--- src/rtl/bram_sweep_pkg.sv ---
`default_nettype none
// ============================================================================
// Module   : bram_sweep_pkg
// Brief    : Shared types and pattern/signature helpers for the BRAM sweep tester.
// Revision : 1.0
// ============================================================================
package bram_sweep_pkg;

    typedef enum logic [2:0] {
        ST_IDLE  = 3'd0,
        ST_WRITE = 3'd1,
        ST_READ  = 3'd2,
        ST_DRAIN = 3'd3,
        ST_DONE  = 3'd4
    } state_t;

    localparam logic MODE_VERIFY = 1'b0;
    localparam logic MODE_SIG    = 1'b1;

    // Operands are widened to 64 bits so one function serves any WID; callers cast back.
    function automatic logic [63:0] exp_pattern(input logic [63:0] addr, input logic [63:0] seed);
        return addr ^ seed;
    endfunction

    function automatic logic [63:0] sig_step(input logic [63:0] sig, input logic [63:0] data,
                                             input int unsigned wid);
        logic [63:0] mask;
        mask = (64'd1 << wid) - 64'd1;
        return (((sig << 1) | (sig >> (wid - 1))) & mask) ^ data;
    endfunction

endpackage
`default_nettype wire

--- src/rtl/read_tag_pipe.sv ---
`default_nettype none
// ============================================================================
// Module   : read_tag_pipe
// Brief    : LAT-deep {valid, addr} delay line aligning read tags with RAM data.
// Revision : 1.0
// ============================================================================
module read_tag_pipe #(
    parameter int AW  = 12,
    parameter int LAT = 1
) (
    input  logic          clk,
    input  logic          reset,
    input  logic          in_valid,
    input  logic [AW-1:0] in_addr,
    output logic          out_valid,
    output logic [AW-1:0] out_addr
);

    logic [LAT-1:0] r_vld;
    logic [AW-1:0]  r_adr [LAT];

    always_ff @(posedge clk) begin
        if (!reset) begin
            r_vld <= '0;
            for (int i = 0; i < LAT; i++) r_adr[i] <= '0;
        end else begin
            r_vld[0] <= in_valid;
            r_adr[0] <= in_addr;
            for (int i = 1; i < LAT; i++) begin
                r_vld[i] <= r_vld[i-1];
                r_adr[i] <= r_adr[i-1];
            end
        end
    end

    assign out_valid = r_vld[LAT-1];
    assign out_addr  = r_adr[LAT-1];

endmodule
`default_nettype wire

--- src/rtl/bram_sweep_tester.sv ---
`default_nettype none
// ============================================================================
// Module   : bram_sweep_tester
// Brief    : Write/verify and read-signature sweep sequencer for an 18x4096 BRAM.
// Revision : 1.0
// ============================================================================
module bram_sweep_tester
    import bram_sweep_pkg::*;
#(
    parameter int WID      = 18,
    parameter int DEPTH    = 4096,
    parameter int AW       = 12,
    parameter int READ_LAT = 1,
    parameter int CNT_W    = 16
) (
    input  logic             clk,
    input  logic             reset,
    input  logic             start,
    input  logic             mode,
    input  logic [WID-1:0]   seed,
    output logic [AW-1:0]    mem_waddr,
    output logic [WID-1:0]   mem_din,
    output logic             mem_we,
    output logic [AW-1:0]    mem_raddr,
    input  logic [WID-1:0]   mem_dout,
    output logic             busy,
    output logic             done,
    output logic [CNT_W-1:0] err_count,
    output logic             first_err_valid,
    output logic [AW-1:0]    first_err_addr,
    output logic [WID-1:0]   signature
);

    localparam logic [AW-1:0]    c_LAST_ADDR = AW'(DEPTH - 1);
    localparam int               c_DRAIN_W   = $clog2(READ_LAT + 1);
    localparam logic [CNT_W-1:0] c_CNT_MAX   = {CNT_W{1'b1}};

    state_t               r_state, w_state_nxt;
    logic                 r_mode;
    logic [WID-1:0]       r_seed;
    logic [AW-1:0]        r_addr;
    logic [c_DRAIN_W-1:0] r_drain;
    logic [CNT_W-1:0]     r_err;
    logic                 r_fev;
    logic [AW-1:0]        r_fea;
    logic [WID-1:0]       r_sig;

    logic                 w_last, w_drain_end;
    logic                 w_pipe_vld;
    logic [AW-1:0]        w_pipe_addr;
    logic [WID-1:0]       w_exp_a, w_exp_p, w_sig_nxt;

    assign w_last      = (r_addr == c_LAST_ADDR);
    assign w_drain_end = (r_drain == c_DRAIN_W'(READ_LAT - 1));
    assign w_exp_a     = WID'(exp_pattern(64'(r_addr), 64'(r_seed)));
    assign w_exp_p     = WID'(exp_pattern(64'(w_pipe_addr), 64'(r_seed)));
    assign w_sig_nxt   = WID'(sig_step(64'(r_sig), 64'(mem_dout), WID));

    read_tag_pipe #(.AW(AW), .LAT(READ_LAT)) u_tag_pipe (
        .clk       (clk),
        .reset     (reset),
        .in_valid  (r_state == ST_READ),
        .in_addr   (r_addr),
        .out_valid (w_pipe_vld),
        .out_addr  (w_pipe_addr)
    );

    always_comb begin
        w_state_nxt = r_state;
        mem_we      = 1'b0;
        mem_waddr   = '0;
        mem_din     = '0;
        mem_raddr   = '0;
        busy        = 1'b0;
        done        = 1'b0;
        case (r_state)
            ST_IDLE: begin
                if (start) w_state_nxt = (mode == MODE_SIG) ? ST_READ : ST_WRITE;
            end
            ST_WRITE: begin
                mem_we    = 1'b1;
                mem_waddr = r_addr;
                mem_din   = w_exp_a;
                busy      = 1'b1;
                if (w_last) w_state_nxt = ST_READ;
            end
            ST_READ: begin
                mem_raddr = r_addr;
                busy      = 1'b1;
                if (w_last) w_state_nxt = ST_DRAIN;
            end
            ST_DRAIN: begin
                busy = 1'b1;
                if (w_drain_end) w_state_nxt = ST_DONE;
            end
            ST_DONE: begin
                done        = 1'b1;
                w_state_nxt = ST_IDLE;
            end
            default: w_state_nxt = ST_IDLE;
        endcase
    end

    always_ff @(posedge clk) begin
        if (!reset) begin
            r_state <= ST_IDLE;
            r_mode  <= MODE_VERIFY;
            r_seed  <= '0;
            r_addr  <= '0;
            r_drain <= '0;
            r_err   <= '0;
            r_fev   <= 1'b0;
            r_fea   <= '0;
            r_sig   <= '0;
        end else begin
            r_state <= w_state_nxt;
            case (r_state)
                ST_IDLE: begin
                    if (start) begin
                        r_mode <= mode;
                        r_seed <= seed;
                        r_addr <= '0;
                        r_err  <= '0;
                        r_fev  <= 1'b0;
                        r_fea  <= '0;
                        r_sig  <= '0;
                    end
                end
                ST_WRITE: r_addr <= w_last ? '0 : r_addr + 1'b1;
                ST_READ: begin
                    r_drain <= '0;
                    if (!w_last) r_addr <= r_addr + 1'b1;
                end
                ST_DRAIN: r_drain <= r_drain + 1'b1;
                default: ;
            endcase
            // Tagged read data is judged the cycle it leaves the pipe.
            if (w_pipe_vld) begin
                if (r_mode == MODE_VERIFY) begin
                    if (mem_dout != w_exp_p) begin
                        if (r_err != c_CNT_MAX) r_err <= r_err + 1'b1;
                        if (!r_fev) begin
                            r_fev <= 1'b1;
                            r_fea <= w_pipe_addr;
                        end
                    end
                end else begin
                    r_sig <= w_sig_nxt;
                end
            end
        end
    end

    assign err_count       = r_err;
    assign first_err_valid = r_fev;
    assign first_err_addr  = r_fea;
    assign signature       = r_sig;

endmodule
`default_nettype wire

--- config.mk ---
export PLATFORM = sky130hd
export DESIGN_NAME = bram_sweep_tester
export DESIGN_NICKNAME = d
export VERILOG_FILES = /design/src/rtl/bram_sweep_pkg.sv /design/src/rtl/read_tag_pipe.sv /design/src/rtl/bram_sweep_tester.sv
export SDC_FILE = /design/constraint.sdc
export NUM_CORES = 1
export LEC_CHECK = 0
export CORE_ASPECT_RATIO = 0.9
export CORE_MARGIN = 2
export CORE_UTILIZATION = 53
export DETAILED_ROUTE_END_ITERATION = 6
export HOLD_SLACK_MARGIN = 0.05
export PLACE_DENSITY = 0.85
export SETUP_SLACK_MARGIN = 0.02
export SLEW_MARGIN = 40
export SYNTH_ARGS = -nofsm -noshare
export SYNTH_HDL_FRONTEND = slang
export SYNTH_HIERARCHICAL = 1
export SYNTH_SLANG_ARGS = --single-unit
--- constraint.sdc ---
create_clock -name clk -period 5.12 [get_ports clk]
set_clock_uncertainty 0.15 [all_clocks]
set_input_delay 1.024 -clock clk [delete_from_list [all_inputs] [get_ports clk]]
set_output_delay 1.024 -clock clk [all_outputs]
set_load 0.005 [all_outputs]
==> impl_metrics.env <==
export IMPL_gr_usage_met2_pct=44.9
export IMPL_synth_edff_count=0
export IMPL_endpoint_kind="output port"
export IMPL_synth_cell_types=58
export IMPL_synth_area_leaders="dfxtp_1 (38%), xnor2_1 (8.4%), nor2_1 (6.0%)"
export IMPL_hold_class="reg2reg"
export IMPL_most_common_layout_cells="clkdlybuf4s50_1 (131), dfxtp_1 (95), nor2_1 (80)"
export IMPL_grt_overflow=0
export IMPL_start_util_pct=54.6
export IMPL_ioPinCount=132
export IMPL_vias=4674
export IMPL_fmax_mhz=254
export IMPL_regArea_um2=1900
export IMPL_post_cts_buffers=0
export IMPL_drive_gt1_share_pct=8.06
export IMPL_crit_arrival_ns=2.76
export IMPL_dpl_worst_slack_ns=1.61
export IMPL_synth_async_reset_ratio_pct=0
export IMPL_period_needed_ns=3.93
export IMPL_outcome="completed"
export IMPL_dpl_hpwl_mm=10.1
export IMPL_busiest_layer="met2"
export IMPL_finalWeightedCongestion=0.937
export IMPL_timing_final_ws_setup_ns=1.19
export IMPL_drc=0
export IMPL_grt_pass1_vias=4404
export IMPL_synth_top_flop_cell="dfxtp_1"
export IMPL_worstSetupPathType="reg2out"
export IMPL_grtUsageMet1_pct=35.3
export IMPL_r2r_start="r_state[0]"
export IMPL_grt_pass1_wl_mm=21.9
export IMPL_cp_depth=3
export IMPL_worst_path_max_fanout=29
export IMPL_synth_xor_area_share_pct=13.5
export IMPL_io_buffers=131
export IMPL_cp_endpoint="mem_din[10]"
export IMPL_area_delta_synth_final_pct=30.4
export IMPL_cpLargestDelayFamily="simple AND/OR/NAND/NOR gates"
export IMPL_antenna_left=0
export IMPL_cts_made_buffers=9
export IMPL_hold_buffers=0
export IMPL_critPathBufInv=1
export IMPL_grtUsageTotal_pct=27.5
export IMPL_start_kind="register"
export IMPL_wire_per_inst_um=17.2
export IMPL_nFillCells=699
export IMPL_die_h_um=96.0
export IMPL_final_common_cell="clkdlybuf4s50_1"
export IMPL_reg2reg_slack_ns=2.35
export IMPL_max_stage_delay_ns=0.88
export IMPL_cts_sinks=95
export IMPL_cts_tree="done"
export IMPL_syn_avg_cell_area_um2=8.59
export IMPL_routed_wl_mm=14.1
export IMPL_cap_violations=0
export IMPL_via_per_inst=5.72
export IMPL_power_density_nw_per_um2=225
export IMPL_r2r_cells=5
export IMPL_cts_max_level=3
export IMPL_diodes=0
export IMPL_cts_root_buf="clkbuf_8"
export IMPL_tightest_slew_ns=0.841
export IMPL_ir_drop_uv=123
export IMPL_multiInputGateArea_um2=2870
export IMPL_period_share_pct=76.8
export IMPL_rsz0062_at_grt="no"
export IMPL_ys_seq_area_share_pct=38.2
export IMPL_ys_ff_latch=95
export IMPL_layout_nets=733
export IMPL_synth_warnings=6
export IMPL_grt_max_degree=45
export IMPL_cp_slowest_cell="dfxtp_1"
export IMPL_drv_slew=0
export IMPL_hold_viol=0
export IMPL_synth_top_area_share_pct=38.2
export IMPL_rows=33
export IMPL_cts_resized=0
export IMPL_path_clk_slew_ns=0.09
export IMPL_slew_headroom_pct=43.8
export IMPL_setup_viol=0
export IMPL_die_width_um=106
export IMPL_synth_adder_area_share_pct=0.502
export IMPL_synthMuxAreaShare_pct=2.81
export IMPL_crit_required_ns=3.95
export IMPL_synthCells=580
export IMPL_die_area_um2=10200
export IMPL_total_leakage_power_nw=2.21
export IMPL_antenna_found_initial=0
export IMPL_syn_nets=622
export IMPL_synth_simple_area_share_pct=26.7
export IMPL_clock_path_buffers=2
export IMPL_fin_tns_setup_ns=0
export IMPL_reg2reg_to="signature[2]"
export IMPL_startpoint="r_state[0]"
export IMPL_synth_compound_area_share_pct=13.9
export IMPL_grt_use_met3_pct=6.50
export IMPL_synth_top_family_by_area="simple AND/OR/NAND/NOR gates"
export IMPL_synth_top_cell_by_area="dfxtp_1"
export IMPL_core_area_um2=9130
export IMPL_path_cells="nand2_1, nor2_1, clkdlybuf4s50_1"
export IMPL_synthesis_area_um2=4980
export IMPL_drt_iter0_drc=272
export IMPL_firstDrtPassIters=5
export IMPL_clk_latency_ns=0.37
-- power breakdown --
| group | leakage [nW] | internal [mW] | switching (mW) |
|---|---|---|---|
| clock network | 0.0785 | 0.187 | 0.257 |
| logic | 1.36 | 0.109 | 0.120 |
| registers | 0.769 | 0.758 | 0.0324 |
| total | 2.21 | 1.05 | 0.409 |
-- final cells by class --
type                       count  area share, %
multi-input combinational    433           44.1
sequential                    95           29.3
timing repair buffer         137           20.9
tap                          122           2.35
clock buffer                  12           2.23
inverter                      15          0.866
clock inverter                 3          0.308
-- cell usage after synthesis (all sizes together), types with 2 or more instances --
| master | count |
|---|---|
| nand3b | 2 |
| a221oi | 2 |
| and3 | 18 |
| nor2b | 3 |
| nand4 | 8 |
| nand2b | 4 |
| nor4 | 4 |
| nor2 | 81 |
| xor2 | 3 |
| a2111oi | 2 |
| o221ai | 6 |
| buf | 10 |
| a31oi | 20 |
| and4 | 3 |
| nor3 | 4 |
| o2bb2ai | 2 |
| a21oi | 26 |
| o31ai | 3 |
| nand4b | 2 |
| xnor2 | 48 |
| or3 | 4 |
| nand3 | 29 |
| clkbuf | 27 |
| ha | 2 |
| nand2 | 72 |
| dfxtp | 95 |
| o21a | 2 |
| o21ai | 11 |
| xnor3 | 10 |
| mux2i | 14 |
| and2 | 27 |
| a211oi | 7 |
| o211ai | 7 |
| inv | 14 |
-- flip-flops by register name (all words and copies together), names as in the netlist --
| register | count |
|---|---|
| r_state | 3 |
| r_drain | 1 |
| first_err_valid | 1 |
| r_mode | 1 |
| signature | 18 |
| first_err_addr | 12 |
| u_tag_pipe/r_adr | 12 |
| r_addr | 12 |
| err_count | 16 |
| u_tag_pipe/out_valid | 1 |
| r_seed | 18 |
-- logic make-up after synthesis --
kind of cell               Yosys count
DFF                                 95
xor gates and xnor gates            61
and+or+nand+nor                    263
AOI/OAI and AO/OA                   93
adders and majority gates            2
buffers and inverters               52
muxes                               14
-- per-layer routing --
metal  vias to the layer above  wire (um)  share of wire (%)
li1                       2206          -                  -
met1                      2185       5990                 43
met2                       247       6370                 45
met3                        36       1290                9.1
met4                         0        440                3.1
met5                         -          0                  0
-- metrics by stage --
| step | instance area, um^2 | hold WS, ns | cells | power (mW) | util (%) |
|---|---|---|---|---|---|
| after global routing | 6500 | 0.354 | 817 | 1.51 | 71.2 |
| after global placement | 6330 | 0.306 | 802 | 1.02 | 69.4 |
| final | 6500 | 0.332 | 817 | 1.46 | 71.2 |
| after floorplan | 4980 | 0.279 | 580 | 0.940 | - |
| after CTS | 6500 | 0.332 | 817 | 1.46 | 71.2 |
| after detailed placement | 6330 | 0.311 | 802 | 1.03 | 69.4 |
-- tightest hold or removal path, stage by stage, from the launching register on --
cell,delay (ns)
dfxtp_1,0.32
nand3_1,0.06
mux2i_1,0.06
-- how the worst min path moves through the flow --
stage | start | endpoint | slack, ns | cells past startpoint
6_report | first_err_addr[11] | first_err_addr[11] | 0.33 | 2
5_1_grt | first_err_addr[0] | first_err_addr[0] | 0.35 | 2
4_1_cts | first_err_addr[7] | first_err_addr[7] | 0.33 | 2
3_5_place_dp | first_err_addr[8] | first_err_addr[8] | 0.31 | 2
3_3_place_gp | r_drain | r_state[2] | 0.31 | 1
2_1_floorplan | r_addr[5] | u_tag_pipe/r_adr[0][5] | 0.28 | 1
Power figures use the tool's default switching activity.
==> patch, RTL diff (config.mk and constraints unchanged) <==
Change the parameter `READ_LAT` from 1 to 2.
--- a/src/rtl/bram_sweep_tester.sv
+++ b/src/rtl/bram_sweep_tester.sv
@@ -10,7 +10,7 @@
     parameter int WID      = 18,
     parameter int DEPTH    = 4096,
     parameter int AW       = 12,
-    parameter int READ_LAT = 1,
+    parameter int READ_LAT = 2,
     parameter int CNT_W    = 16
 ) (
     input  logic             clk,
Check against the original RTL: not equivalent (Yosys sat finds a counterexample within 4 cycles, from zero or initial values and one cycle with reset low).
==> patch against the unedited design <==
Via count up 2.8%. Clock power grew 27%. Design area rose by 5.1%. Worst setup slack better by 0.089 ns. Synthesized area grew 7.6%. Die area increased by 7.2%. Sequential cell count is 14 higher. Core utilization is 1.1 points lower. Routed wire length rose by 0.84%. Power increased by 28%. Critical path type unchanged. Largest cell class unchanged. Highest routed layer unchanged.
==> patch: results <==
metrics = {
    "pwr": {
        "seq_power_mw": 0.949,
        "ir_worst_vdd_v": 0.000172,
        "power.density_nw_per_um2": 273,
        "power.internal_mw": 1.25,
        "power_clock_mw": 0.562,
    },
    "placement": {
        "hpwl_microns": 10200,
        "dp_cells": 843,
        "place_area_sq_um": 6600,
        "place.gp.congestion": 0.899,
        "place_ws_ns": 1.36,
    },
    "critical_path": {
        "regToRegStartpoint": "err_count[0]",
        "r2r-end": "err_count[5]",
        "reg2reg_depth": 6,
        "crit_path_max_incr_delay_ns": 0.55,
    },
    "layout": {
        "multi_input_comb_area_sq_um": 2860,
        "buffer_area_frac": 0.197,
        "multi_input_area_share": 0.418,
        "regArea_sq_um": 2180,
        "n_all_buffers": 136,
        "drive_gt1_frac": 0.0778,
        "nNonClkInverters": 17,
        "nFillCells": 777,
    },
    "drt": {
        "drt-initial-drc-count": 349,
        "detail_route.wl_per_cell_microns": 16.5,
    },
    "global_routing": {
        "grt_pass1_wl_microns": 22900,
        "grt_use_met1": 0.365,
        "grt_use_total": 0.266,
        "grt_start_max_net_pins": 54,
        "use_met3": 0.0452,
        "grt_pass1_vias": 4574,
    },
    "worst_hold_path": {
        "whs_path_depth": 1,
    },
    "synthesis": {
        "synth_fa_ha_area_frac": 0.00700,
        "muxShareOfSynthArea": 0.0280,
        "synth_xor_area_frac": 0.118,
        "synth_compound_area_frac": 0.117,
    },
    "clocking": {
        "clk_pin_slew_ns": 0.13,
    },
    "die": {
        "die_area_sq_um": 10900,
    },
    "run_status": {
        "status": "complete, no violations",
    },
    "timing": {
        "slew-limit-headroom": 0.420,
    },
}
[patch: changes by cell type after synthesis, moves of 7 or more]
cell / change
dfxtp_1: +14
a21oi_1: +7
and2_1: -9
and3_1: +16
buf_4: +12
clkbuf_1: +10
and2_2: +11
[patch: cell families after synthesis]
logic type	Yosys count
fa+ha+maj	3
mux	15
flops	109
buf+inv	73
compound gates	95
xor+xnor	63
simple gates	279
[patch: worst max-delay path by stage]
stage                 start            end  slack [ns]  depth (start not counted)
3_3_place_gp    mem_dout[8]   err_count[6]        1.43                          8
6_report         r_state[1]     mem_din[5]        1.28                          4
4_1_cts          r_state[1]     mem_din[5]        1.01                          4
2_1_floorplan  mem_dout[11]  err_count[10]        2.45                          8
5_1_grt          r_state[1]     mem_din[5]        1.02                          4
3_5_place_dp    mem_dout[8]   err_count[5]        1.36                          8
[patch: layer usage]
metal | vias up | routed length [microns]
met1 | 2240 | 6220
li1 | 2341 | -
met4 | 0 | 229
met5 | - | 0
met3 | 21 | 967
met2 | 203 | 6790
